**src/rtl/oam_dma_ctrl.sv**
```systemverilog
// oam_dma_ctrl: $FF46 OAM DMA engine that copies one source page into OAM and arbitrates the CPU bus.
module oam_dma_ctrl #(
    parameter int START_DELAY = 4,
    parameter int BYTE_CYCLES = 4,
    parameter int NUM_BYTES   = 160
) (
    input  logic        clk,
    input  logic        reset_n,
    input  logic        ce,
    input  logic [15:0] cpu_addr,
    input  logic        cpu_wr,
    input  logic [7:0]  cpu_do,
    output logic        sel_dma,
    output logic [7:0]  reg_do,
    output logic        dma_active,
    output logic        cpu_block,
    output logic        dma_rd,
    output logic [15:0] dma_addr,
    input  logic [7:0]  dma_data,
    output logic        oam_wr,
    output logic [7:0]  oam_addr,
    output logic [7:0]  oam_di
);
    localparam int PW = BYTE_CYCLES > 1 ? $clog2(BYTE_CYCLES) : 1;
    localparam int CW = $clog2(START_DELAY + 1);

    typedef enum logic [1:0] {IDLE, START, XFER} state_t;

    state_t        state;
    logic [7:0]    src_reg;
    logic [7:0]    idx;
    logic [7:0]    page;
    logic [PW-1:0] phase;
    logic [CW-1:0] cnt;
    logic          trig;
    logic          last_phase;
    logic          last_byte;

    // Outputs decode directly from registered state, so they freeze with ce=0 and clear instantly on reset.
    assign sel_dma    = cpu_addr == 16'hFF46;
    assign trig       = ce && cpu_wr && sel_dma;
    assign reg_do     = src_reg;
    assign page       = src_reg >= 8'hE0 ? src_reg - 8'h20 : src_reg;
    assign last_phase = phase == PW'(BYTE_CYCLES - 1);
    assign last_byte  = idx == 8'(NUM_BYTES - 1);
    assign dma_active = state != IDLE;
    assign dma_rd     = state == XFER;
    assign dma_addr   = dma_rd ? {page, idx} : 16'h0000;
    assign cpu_block  = dma_rd && !(cpu_addr >= 16'hFF80 && cpu_addr <= 16'hFFFE);
    assign oam_wr     = ce && dma_rd && last_phase;
    assign oam_addr   = idx;
    assign oam_di     = dma_data;

    // Sequencer: start delay, then per-byte phase/index stepping; a fresh trigger always restarts from START.
    always_ff @(posedge clk or negedge reset_n)
        if (!reset_n) begin
            state   <= IDLE;
            src_reg <= 8'hFF;
            idx     <= '0;
            phase   <= '0;
            cnt     <= '0;
        end else if (ce) begin
            if (state == START) begin
                if (cnt == CW'(START_DELAY - 1)) begin
                    state <= XFER;
                    cnt   <= '0;
                    idx   <= '0;
                    phase <= '0;
                end else
                    cnt <= cnt + CW'(1);
            end else if (state == XFER) begin
                if (last_phase) begin
                    phase <= '0;
                    idx   <= last_byte ? 8'd0 : idx + 8'd1;
                    if (last_byte)
                        state <= IDLE;
                end else
                    phase <= phase + PW'(1);
            end
            if (trig) begin
                src_reg <= cpu_do;
                state   <= START;
                cnt     <= '0;
                idx     <= '0;
                phase   <= '0;
            end
        end
endmodule

```
**config.mk**
```make
export PLATFORM = sky130hd
export DESIGN_NAME = oam_dma_ctrl
export DESIGN_NICKNAME = d
export VERILOG_FILES = /design/src/rtl/oam_dma_ctrl.sv
export SDC_FILE = /design/constraint.sdc
export NUM_CORES = 1
export LEC_CHECK = 0
export CAP_MARGIN = 5
export CELL_PAD_IN_SITES_DETAIL_PLACEMENT = 1
export CELL_PAD_IN_SITES_GLOBAL_PLACEMENT = 1
export CORE_ASPECT_RATIO = 1.1
export CORE_MARGIN = 3
export CORE_UTILIZATION = 30
export DETAILED_ROUTE_END_ITERATION = 16
export GPL_TIMING_DRIVEN = 0
export HOLD_SLACK_MARGIN = 0.15
export PLACE_DENSITY_LB_ADDON = 0.1
export SETUP_SLACK_MARGIN = 0.1
export SLEW_MARGIN = 20
export SYNTH_ARGS = -nofsm -noshare
export SYNTH_HDL_FRONTEND = slang
export SYNTH_SLANG_ARGS = --single-unit
```
**constraint.sdc**
```tcl
create_clock -name clk -period 2.3 [get_ports clk]
set_input_delay 0.23 -clock clk [delete_from_list [all_inputs] [get_ports clk]]
set_output_delay 0.23 -clock clk [all_outputs]
set_load 0.1 [all_outputs]
```
==> results.txt, run 1 <==
----------------------------------------------------
[STA]
  Slew at the pin with the worst max-slew slack ... 1.00 ns
  Post-layout min period ... 2.13 ns
  Final setup violation count ... 0
  Relative slew margins ... 0.328
  Max frequency ... 0.469 GHz
  Final cycle utilization of the critical path ... 0.926
  Worst Skew ... 0.00253 ns
  Final Slew Violations ... 0
  Post-route setup slack ... 0.170 ns
  Setup repair after global routing missed its margin ... false
  Number of failing hold endpoints at the final stage ... 0

[Worst setup path]
  Critical path's slowest cell ... sky130_fd_sc_hd__or4_1
  Largest fanout of any net on the critical path ... 2
  Worst path required time ... 2.07 ns
  Worst Reg-to-Reg Cells ... 5
  Worst path max stage delay ... 0.54 ns
  Worst EP arrival ... 1.90 ns
  Minimum setup slack among reg-to-reg paths ... 0.48 ns
  Worst Setup Path Type ... primary input to output port
  Crit Reg-Reg Endpoint ... oam_addr[5]
  Sort of element at the end of the critical path ... output port
  Sort of element at the start of the critical path ... primary input
  Origin of the critical flop-to-flop path ... oam_addr[4]
  Cell-by-cell trace of the critical path ... clkdlybuf4s50_1 -> or4_1 -> nor3_2 -> and2_1 -> buf_2

[Global routing]
  Combined global-route utilization of all metal layers ... 0.165
  Number of antenna violations at the first check in global routing ... 0
  Grt total ovfl ... 0
  Number of global-route vias before repair ... 1543
  Pin count of the biggest net entering global routing ... 24
  First-pass GRT wire length ... 7630 um

[Status]
  Outcome ... complete, no violations

[Synthesis]
  Share of the synthesized area in the top cell type ... 0.254
  Post-synthesis instance area ... 0.00148 mm^2
  Net count of the mapped netlist ... 194
  Top FF cell, synth ... sky130_fd_sc_hd__dfrtp_1
  Part of the Yosys area used for sequential elements ... 0.397
  Avg Inst Size Synth ... 9.59 um^2
  Number of storage elements in the synthesis netlist ... 23
  Number of synthesized flops with an enable pin ... 0
  Number of distinct library cells after synthesis ... 42
  Warning count from the yosys run ... 0
  Yosys top cell by area ... sky130_fd_sc_hd__dfrtp_1
  Mapped Cells ... 154
  Commonest cells post-synth ... sky130_fd_sc_hd__and2_1 (15), sky130_fd_sc_hd__dfrtp_1 (15), sky130_fd_sc_hd__nor2_1 (10)
  Share of synthesized flip-flops with an asynchronous set or reset ... 1.00
  Synth area leaders ... sky130_fd_sc_hd__dfrtp_1 (25%), sky130_fd_sc_hd__dfstp_2 (14%), sky130_fd_sc_hd__and2_1 (6.4%)

[Route]
  Via count of the routed design ... 1458
  Number of antenna-violating nets in the routed design ... 0
  Router iterations before antenna repair ... 2
  Wire length per cell ... 16.3 um
  Residual DRC ... 0
  Top sig layer ... met4
  Total wire length ... 4650 um
  M1 wire length ... 1940 um
  DRC marker count from the first detailed-route iteration ... 17
  Met3 wire len ... 245 um
  Avg Vias per Cell ... 5.10
  Detail Route met2 WL ... 2420 um

[Die]
  Die span in y ... 79.6 um
  Starting density of the core ... 0.315
  I/O pin count ... 81
  Total die area ... 0.00580 mm^2
  Standard-cell rows ... 26
  Die Wd ... 72.9 um
  Area of the core ... 0.00468 mm^2

[Power]
  Sequential cell fraction of total power ... 0.502
  Switching component of the power ... 0.219 mW
  Combinational power share ... 0.174
  Worst IR Drop VDD ... 0.000187 V
  Internal power consumption ... 0.587 mW
  Switching Fraction ... 0.272
  Clock share of power ... 0.324
  Power Density ... 345 mW/mm^2
  Leakage power summed over all cells ... 1.17 nW

[Clock tree]
  Clock slew seen by the registers of the worst setup and hold paths ... 0.09 ns
  Clock root buffer ... sky130_fd_sc_hd__clkbuf_8
  Maximum number of buffers from clock root to sink ... 2
  Clock sink count ... 23
  Depth of the CTS H-tree ... 1
  Clock tree from TritonCTS ... done
  Clk_lat worst skew ... 0.27 ns
  Clock buffers created by TritonCTS ... 3

[Final layout]
  Ant diodes ... 0
  Area of all placed cells without fillers ... 0.00234 mm^2
  Filler instances ... 543
  Share of final-layout standard cells stronger than drive strength 1 ... 0.317
  Net count of the finished layout ... 271
  Growth of design area from synthesis to finish ... 58.4%

[Worst hold path]
  Worst Hold Class ... primary input to flip-flop
  Worst hold path cell count ... 3
  Startpoint of the most critical hold path ... ce
  Hold path endpoint ... phase[1]

[Place]
  Count of buffers inserted at the top-level ports ... 71
  Post-detailed-placement cell area ... 0.00232 mm^2
  Detailed Place HPWL ... 3690 um
  Global placer's final weighted congestion ... 0.784
  Pre-CTS WS ... -0.817 ns

[Run]
  Number of violations of the max-capacitance limit ... 0

----------------------------------------------------
cell usage in the layout (no fill, tap or decap), types with 5 or more instances in the layout:
cell,count
sky130_fd_sc_hd__buf_2,12
sky130_fd_sc_hd__buf_4,15
sky130_fd_sc_hd__dlymetal6s2s_1,7
sky130_fd_sc_hd__clkdlybuf4s50_1,39
sky130_fd_sc_hd__a21oi_1,8
sky130_fd_sc_hd__dfstp_2,8
sky130_fd_sc_hd__dfrtp_1,12
sky130_fd_sc_hd__mux2_4,5
sky130_fd_sc_hd__and2_1,8
sky130_fd_sc_hd__nor2_1,10
sky130_fd_sc_hd__and2_2,7
sky130_fd_sc_hd__nand2_1,9
sky130_fd_sc_hd__o21ai_0,6
power groups by stage:
stage	registers [mW]	logic [mW]	clock network [mW]
final	0.405	0.140	0.261
after floorplan	0.413	0.0705	0
after CTS	0.405	0.141	0.269
after global placement	0.412	0.138	0
after detailed placement	0.412	0.141	0
after global routing	0.405	0.147	0.287
area by class of cell:
cell class	count	area, um^2	area share
Tap cell	56	70.1	0.0300
Timing Repair Buffer	72	672	0.287
Inverter	3	11.3	0.00482
Sequential cell	23	589	0.252
Multi-Input combinational cell	110	797	0.341
Buffer	18	153	0.0653
Clock buffer	3	41.3	0.0177
Clock inverter	1	5.00	0.00214
metrics by stage:
| step | TNS [ns] | total power, mW | std cells | hold WS, ns | util |
|---|---|---|---|---|---|
| final | 0 | 0.806 | 286 | 0.399 | 0.499 |
| after global routing | 0 | 0.839 | 286 | 0.434 | 0.499 |
| after CTS | 0 | 0.815 | 285 | 0.412 | 0.491 |
| after detailed placement | -11.66 | 0.553 | 281 | 0.527 | 0.496 |
| after global placement | -11.61 | 0.551 | 281 | 0.504 | 0.496 |
| after floorplan | 0 | 0.483 | 154 | -0.0656 | - |
metal layers:
layer / vias up / GRT usage
li1: 695 / -
met1: 709 / 0.202
met2: 49 / 0.297
met3: 5 / 0.0264
met4: 0 / 0.0387
met5: - / 0
cells by family after synthesis:
family	synth area share
adders and majority gates	0.0339
and+or+nand+nor	0.269
muxes	0.0873
buffers and inverters	0.0907
AOI/OAI and AO/OA	0.123
DFF	0.397
state kept, by name, summed over array words and instances (netlist names):
name      count
cnt           3
reg_do        8
state         2
phase         2
oam_addr      8
what timing repair did:
item                       CTS  global route
hold buffers                 0             1
hold endpoints to repair     0            15
setup buffers                0             0
pin swaps                    0             0
gates resized for setup    114            14
setup endpoints to repair   24            25
critical path, delay by kind of cell:
kind / cells / cell delay, ns
buf+inv: 2 / 0.84
simple gates: 3 / 0.81
worst max path at each step:
stage,to,depth (start not counted),start,slack (ns)
after floorplan,dma_addr[14],3,reg_do[5],0.1
after global placement,dma_addr[14],7,state[1],-0.80
after detailed placement,dma_addr[14],7,state[1],-0.82
after CTS,dma_addr[14],7,state[1],0.04
after global routing,sel_dma,5,cpu_addr[3],0.11
final,sel_dma,5,cpu_addr[3],0.17
Power figures use the tool's default switching activity.
==> run 2, diff against run 1 <==
- clock period: 2.3 -> 2.6 ns (I/O delays scaled with it)
==> run 2 against run 1 <==
  * Clock power is 10% lower
  * Clock skew is 0.00064 ns higher
  * First-iteration DRC count is 12% higher
  * Wire length is 1.1% higher
  * Cell count stayed put
  * Critical path depth is 2 lower
  * Global-route usage is 0.38 points higher
  * Worst setup slack better by 0.075 ns
  * Power is 11% lower
  * Sequential power is 12% lower
  * Highest routed layer unchanged
==> results.txt, run 2 (synthesis results as in run 1) <==
----------------------------------------------------
[Final layout]
  Combined area of the multi-input logic cells ... 788 um^2 (was 797 um^2)
  Share of final-layout standard cells stronger than drive strength 1 ... 0.270 (was 0.317)
  Area occupied by registers ... 586 um^2 (was 589 um^2)
  Commonest cells after routing, fill and taps aside ... sky130_fd_sc_hd__clkdlybuf4s50_1 (50), sky130_fd_sc_hd__dfrtp_1 (15), sky130_fd_sc_hd__and2_1 (14) (was sky130_fd_sc_hd__clkdlybuf4s50_1 (39), sky130_fd_sc_hd__buf_4 (15), sky130_fd_sc_hd__buf_2 (12), sky130_fd_sc_hd__dfrtp_1 (12), sky130_fd_sc_hd__nor2_1 (10))
  Final standard cell utilization of the core ... 0.495 (was 0.499)
  Growth of design area from synthesis to finish ... 56.9% (was 58.4%)
  Net count of the finished layout ... 271 (unchanged)
  Filler instances ... 546 (was 543)
  Ant diodes ... 0 (unchanged)
  Leading cell type in the layout, fill and taps excluded ... sky130_fd_sc_hd__clkdlybuf4s50_1 (unchanged)
  Area of all placed cells without fillers ... 0.00232 mm^2 (was 0.00234 mm^2)

[Die]
  Die Wd ... 72.9 um (unchanged)
  Total die area ... 0.00580 mm^2 (unchanged)
  Standard-cell rows ... 26 (unchanged)
  Die span in y ... 79.6 um (unchanged)
  I/O pin count ... 81 (unchanged)
  Starting density of the core ... 0.315 (unchanged)
  Area of the core ... 0.00468 mm^2 (unchanged)

[Clock tree]
  Maximum number of buffers from clock root to sink ... 2 (unchanged)
  Depth of the CTS H-tree ... 1 (unchanged)
  Clk_lat worst skew ... 0.27 ns (about the same)
  Clock root buffer ... sky130_fd_sc_hd__clkbuf_8 (unchanged)
  Clock buffers created by TritonCTS ... 3 (unchanged)
  Clock tree from TritonCTS ... done (unchanged)
  Clock sink count ... 23 (unchanged)
  Buffer count from post-CTS setup fixing ... 0 (unchanged)
  Clock slew seen by the registers of the worst setup and hold paths ... 0.09 ns (about the same)

[STA]
  Slew at the pin with the worst max-slew slack ... 0.996 ns (was 1.00 ns)
  Max frequency ... 0.424 GHz
  Post-layout min period ... 2.36 ns
  Final cycle utilization of the critical path ... 0.906
  Final Slew Violations ... 0 (unchanged)
  Number of failing hold endpoints at the final stage ... 0 (unchanged)
  Setup repair after global routing missed its margin ... false (unchanged)
  Final setup violation count ... 0 (unchanged)
  Worst Skew ... 0.00317 ns (was 0.00253 ns)
  Relative slew margins ... 0.334 (was 0.328)

[Global routing]
  Number of antenna violations at the first check in global routing ... 0 (unchanged)
  First-pass GRT wire length ... 7690 um (was 7630 um)
  Pin count of the biggest net entering global routing ... 24 (unchanged)
  Number of global-route vias before repair ... 1505 (was 1543)
  Combined global-route utilization of all metal layers ... 0.169 (was 0.165)
  Grt total ovfl ... 0 (unchanged)

[Power]
  Power Density ... 309 mW/mm^2 (was 345 mW/mm^2)
  Leakage power summed over all cells ... 0.992 nW (was 1.17 nW)
  Worst IR Drop VDD ... 0.000190 V (was 0.000187 V)

[Run]
  Number of violations of the max-capacitance limit ... 0 (unchanged)

[Route]
  Residual DRC ... 0 (unchanged)
  Router iterations before antenna repair ... 4 (was 2)
  Via count of the routed design ... 1459 (was 1458)
  Total wire length ... 4700 um (was 4650 um)
  Wire length per cell ... 16.4 um (was 16.3 um)
  Avg Vias per Cell ... 5.10 (about the same)
  Number of antenna-violating nets in the routed design ... 0 (unchanged)
  DRC marker count from the first detailed-route iteration ... 19 (was 17)

[Worst setup path]
  Sort of element at the start of the critical path ... flip-flop (was primary input)
  Worst Setup Path Type ... flip-flop to output port (was primary input to output port)
  Critical path origin ... state[1] (was cpu_addr[3])
  Sort of element at the end of the critical path ... output port (unchanged)
  Origin of the critical flop-to-flop path ... oam_addr[4] (unchanged)
  Worst path required time ... 2.34 ns (was 2.07 ns)
  Worst EP arrival ... 2.10 ns (was 1.90 ns)
  Largest fanout of any net on the critical path ... 10 (was 2)

[Worst hold path]
  Worst Hold Class ... primary input to flip-flop (unchanged)
  Startpoint of the most critical hold path ... ce (unchanged)

[Place]
  Global placer's final weighted congestion ... 0.794 (was 0.784)
  Count of buffers inserted at the top-level ports ... 71 (unchanged)
  Detailed Place HPWL ... 3690 um (about the same)
  Post-detailed-placement cell area ... 0.00229 mm^2 (was 0.00232 mm^2)

[Status]
  Outcome ... complete, no violations (unchanged)

----------------------------------------------------
==> run 2: area by class of cell <==
cell class / count / area share
Timing Repair Buffer: 72 / 0.296
Multi-Input combinational cell: 110 / 0.340
Clock inverter: 1 / 0.00216
Inverter: 3 / 0.00486
Clock buffer: 3 / 0.0178
Sequential cell: 23 / 0.253
Tap cell: 56 / 0.0302
Buffer: 18 / 0.0556
==> run 2: path summary, 6_finish.rpt <==
kind / endpoint / depth (start not counted) / slack, ns
worst max-delay path: dma_active / 3 / 0.24
worst min-delay path: phase[1] / 3 / 0.44
worst max register to register: oam_addr[5] / 5 / 0.75
worst min register to register: phase[1] / 2 / 0.53
max in group asynchronous: reg_do[6] / 2 / 1.74
min in group asynchronous: state[1] / 2 / 0.49
==> run 2: layer usage <==
layer	routed length (um)	GRT usage
met3	218	0.0227
met2	2510	0.307
met1	1890	0.200
met4	76	0.0572
met5	0	0
==> run 2: stage by stage <==
stage / instances / hold slack, ns / power (mW) / setup WS [ns] / TNS (ns)
floorplan: 154 / -0.0356 / 0.427 / 0.214 / 0
CTS: 285 / 0.438 / 0.724 / 0.114 / 0
global placement: 281 / 0.501 / 0.487 / -0.511 / -5.56
global route: 286 / 0.480 / 0.743 / 0.127 / 0
finish: 286 / 0.438 / 0.716 / 0.244 / 0
detailed placement: 281 / 0.522 / 0.489 / -0.562 / -6.01
==> run 2: repair_timing <==
item                                    CTS  global route
endpoints found under the setup margin   20            13
hold endpoints to repair                  0            15
hold buffers                              0             1
gates resized for setup                  79             2
==> run 2: where the power goes <==
part           switching [mW]  leakage, nW  internal [mW]
registers            0.000106        0.292          0.358
logic                  0.0698        0.674         0.0538
clock network           0.126       0.0255          0.107
==> run 2: critical path, stage by stage, from the launching register on <==
cell	delay [ns]
sky130_fd_sc_hd__dfrtp_1	0.39
sky130_fd_sc_hd__clkbuf_2	0.17
sky130_fd_sc_hd__or2_2	0.29
sky130_fd_sc_hd__clkdlybuf4s50_1	0.97
==> run 3, diff against run 2 <==
- CORE_MARGIN: 3 -> unset
==> run 3 against run 2 <==
  * Clock power about the same
  * Sequential power barely moved
  * Non-clock buffer count unchanged
  * First-iteration DRC count grew 11%
  * Worst setup slack better by 0.0037 ns
  * Combinational power hardly changed
  * Register-to-register slack better by 0.03 ns
  * Critical path depth increased by 4
  * Critical endpoint is now dma_addr[15]
==> results.txt, run 3 (synthesis results as in run 1) <==
----------------------------------------------------
[Power]
  Leakage power summed over all cells ... 0.997 nW (was 0.992 nW)
  Overall power of the completed layout ... 0.713 mW (was 0.716 mW)
  Power Density ... 306 mW/mm^2 (was 309 mW/mm^2)
  Worst IR Drop VDD ... 0.000148 V (was 0.000190 V)

[STA]
  Max frequency ... 0.425 GHz (was 0.424 GHz)
  Relative slew margins ... 0.334 (about the same)
  Worst Skew ... 0.00305 ns (was 0.00317 ns)
  Slew at the pin with the worst max-slew slack ... 0.996 ns (about the same)
  Setup repair after global routing missed its margin ... false (unchanged)
  Final cycle utilization of the critical path ... 0.905 (was 0.906)
  Final setup violation count ... 0 (unchanged)
  Final Slew Violations ... 0 (unchanged)
  Number of failing hold endpoints at the final stage ... 0 (unchanged)
  Post-layout min period ... 2.35 ns (was 2.36 ns)

[Clock tree]
  Depth of the CTS H-tree ... 1 (unchanged)
  Maximum number of buffers from clock root to sink ... 2 (unchanged)
  Clock root buffer ... sky130_fd_sc_hd__clkbuf_8 (unchanged)
  Buffer count from post-CTS setup fixing ... 0 (unchanged)
  Clk_lat worst skew ... 0.28 ns (was 0.27 ns)
  Clock buffers created by TritonCTS ... 3 (unchanged)
  Clock sink count ... 23 (unchanged)
  Clock slew seen by the registers of the worst setup and hold paths ... 0.08 ns (was 0.09 ns)
  Clock tree from TritonCTS ... done (unchanged)

[Worst setup path]
  Largest fanout of any net on the critical path ... 10 (unchanged)
  Sort of element at the start of the critical path ... flip-flop (unchanged)
  CP Buf/Inv Count ... 4 (was 2)
  Largest delay share family, worst path ... buffers and inverters (unchanged)
  Worst EP arrival ... 2.09 ns (was 2.10 ns)
  Worst Reg-to-Reg Cells ... 5 (unchanged)
  Worst path required time ... 2.34 ns (about the same)
  Origin of the critical flop-to-flop path ... oam_addr[4] (unchanged)
  Cell-by-cell trace of the critical path ... clkbuf_2 -> nor2b_1 -> clkbuf_2 -> clkbuf_4 -> nand2_1 -> a31oi_4 -> buf_4 (was clkbuf_2 -> or2_2 -> clkdlybuf4s50_1)
  Cell repeated most along the worst path ... sky130_fd_sc_hd__clkbuf_2
  Worst Setup Path Type ... flip-flop to output port (unchanged)
  Critical path origin ... state[1] (unchanged)
  Worst path max stage delay ... 0.36 ns (was 0.97 ns)
  Sort of element at the end of the critical path ... output port (unchanged)
  Number of cells on the critical path ... 7 (was 3)
  Critical path's slowest cell ... sky130_fd_sc_hd__dfrtp_1 (was sky130_fd_sc_hd__clkdlybuf4s50_1)

[Status]
  Outcome ... complete, no violations (unchanged)

[Worst hold path]
  Worst Hold Class ... primary input to flip-flop (unchanged)
  Worst hold path cell count ... 3 (unchanged)
  Startpoint of the most critical hold path ... ce (unchanged)

[Final layout]
  Area of all placed cells without fillers ... 0.00233 mm^2 (was 0.00232 mm^2)
  Share of final-layout standard cells stronger than drive strength 1 ... 0.270 (unchanged)
  Ant diodes ... 0 (unchanged)
  Filler instances ... 537 (was 546)
  Growth of design area from synthesis to finish ... 57.6% (was 56.9%)
  Commonest cells after routing, fill and taps aside ... sky130_fd_sc_hd__clkdlybuf4s50_1 (49), sky130_fd_sc_hd__buf_4 (16), sky130_fd_sc_hd__dfrtp_1 (15) (was sky130_fd_sc_hd__clkdlybuf4s50_1 (50), sky130_fd_sc_hd__dfrtp_1 (15), sky130_fd_sc_hd__and2_1 (14))
  Net count of the finished layout ... 271 (unchanged)
  Leading cell type in the layout, fill and taps excluded ... sky130_fd_sc_hd__clkdlybuf4s50_1 (unchanged)

[Die]
  Starting density of the core ... 0.315 (unchanged)
  I/O pin count ... 81 (unchanged)
  Die Wd ... 68.9 um (was 72.9 um)
  Total die area ... 0.00521 mm^2 (was 0.00580 mm^2)
  Die span in y ... 75.6 um (was 79.6 um)
  Area of the core ... 0.00468 mm^2 (unchanged)
  Standard-cell rows ... 26 (unchanged)

[Global routing]
  Combined global-route utilization of all metal layers ... 0.181 (was 0.169)
  First-pass GRT wire length ... 6910 um (was 7690 um)
  Number of antenna violations at the first check in global routing ... 0 (unchanged)
  Grt total ovfl ... 0 (unchanged)
  Number of global-route vias before repair ... 1436 (was 1505)
  Pin count of the biggest net entering global routing ... 24 (unchanged)

[Route]
  Router iterations before antenna repair ... 3 (was 4)
  Total wire length ... 4500 um (was 4700 um)
  Number of antenna-violating nets in the routed design ... 0 (unchanged)
  DRC marker count from the first detailed-route iteration ... 21 (was 19)
  Wire length per cell ... 15.7 um (was 16.4 um)
  Avg Vias per Cell ... 5.06 (was 5.10)
  Via count of the routed design ... 1447 (was 1459)
  Residual DRC ... 0 (unchanged)

[Place]
  Count of buffers inserted at the top-level ports ... 71 (unchanged)
  Detailed Place HPWL ... 3540 um (was 3690 um)
  Post-detailed-placement cell area ... 0.00229 mm^2 (unchanged)
  Global placer's final weighted congestion ... 0.810 (was 0.794)

[Run]
  Number of violations of the max-capacitance limit ... 0 (unchanged)

----------------------------------------------------
-- run 3: per-layer routing --
metal / wire length (um) / share of wire / GRT usage
met4: 66 / 0.015 / 0.0680
met2: 2470 / 0.55 / 0.343
met1: 1760 / 0.39 / 0.207
met3: 211 / 0.047 / 0.0165
met5: 0 / 0 / 0
-- run 3: final cells by class --
| class | count | area, um^2 | share of cell area |
|---|---|---|---|
| flip-flops and latches | 23 | 586 | 0.252 |
| clock buffers | 3 | 41.3 | 0.0177 |
| clock inverters | 1 | 5.00 | 0.00215 |
| repair buffers | 72 | 697 | 0.299 |
| multi-input cells | 110 | 788 | 0.339 |
| plain buffers | 18 | 129 | 0.0554 |
| well taps | 56 | 70.1 | 0.0301 |
| inverters | 3 | 11.3 | 0.00484 |
-- run 3: worst paths after layout --
check	end	slack, ns
worst max-delay path	dma_addr[15]	0.25
worst min-delay path	phase[1]	0.46
worst max register to register	oam_addr[5]	0.78
worst min register to register	phase[1]	0.54
max in group asynchronous	reg_do[5]	1.72
min in group asynchronous	state[0]	0.51
-- run 3: repair_timing --
item | in CTS | in global routing
gates resized for setup | 88 | 3
hold buffers | 0 | 1
setup endpoints to repair | 21 | 11
cloned | 0 | 0
endpoints found under the hold margin | 0 | 15
-- run 3: report_power, final --
group	total, mW	leakage (nW)	switching, mW	internal [mW]
Clock	0.232	0.0255	0.124	0.108
Sequential	0.358	0.292	0.000101	0.358
Combinational	0.123	0.679	0.0696	0.0538
Total	0.713	0.997	0.194	0.519
-- run 3: metrics by stage --
| step | TNS [ns] | setup WS (ns) | hold slack [ns] | cells | utilization |
|---|---|---|---|---|---|
| finish | 0 | 0.248 | 0.458 | 286 | 0.497 |
| global route | 0 | 0.128 | 0.504 | 286 | 0.497 |
| CTS | 0 | 0.102 | 0.455 | 285 | 0.495 |
| detailed placement | -7.04 | -0.596 | 0.531 | 281 | 0.489 |
| global placement | -5.63 | -0.509 | 0.501 | 281 | 0.489 |
| floorplan | 0 | 0.214 | -0.0356 | 154 | - |
-- run 3: worst register-to-register path, stage by stage, from the launching register on --
cell and delay [ns]:
sky130_fd_sc_hd__dfrtp_1 0.35, sky130_fd_sc_hd__clkbuf_1 0.27, sky130_fd_sc_hd__nor4bb_1 0.57, sky130_fd_sc_hd__a21boi_2 0.20
sky130_fd_sc_hd__a41oi_1 0.25, sky130_fd_sc_hd__a211oi_1 0.07
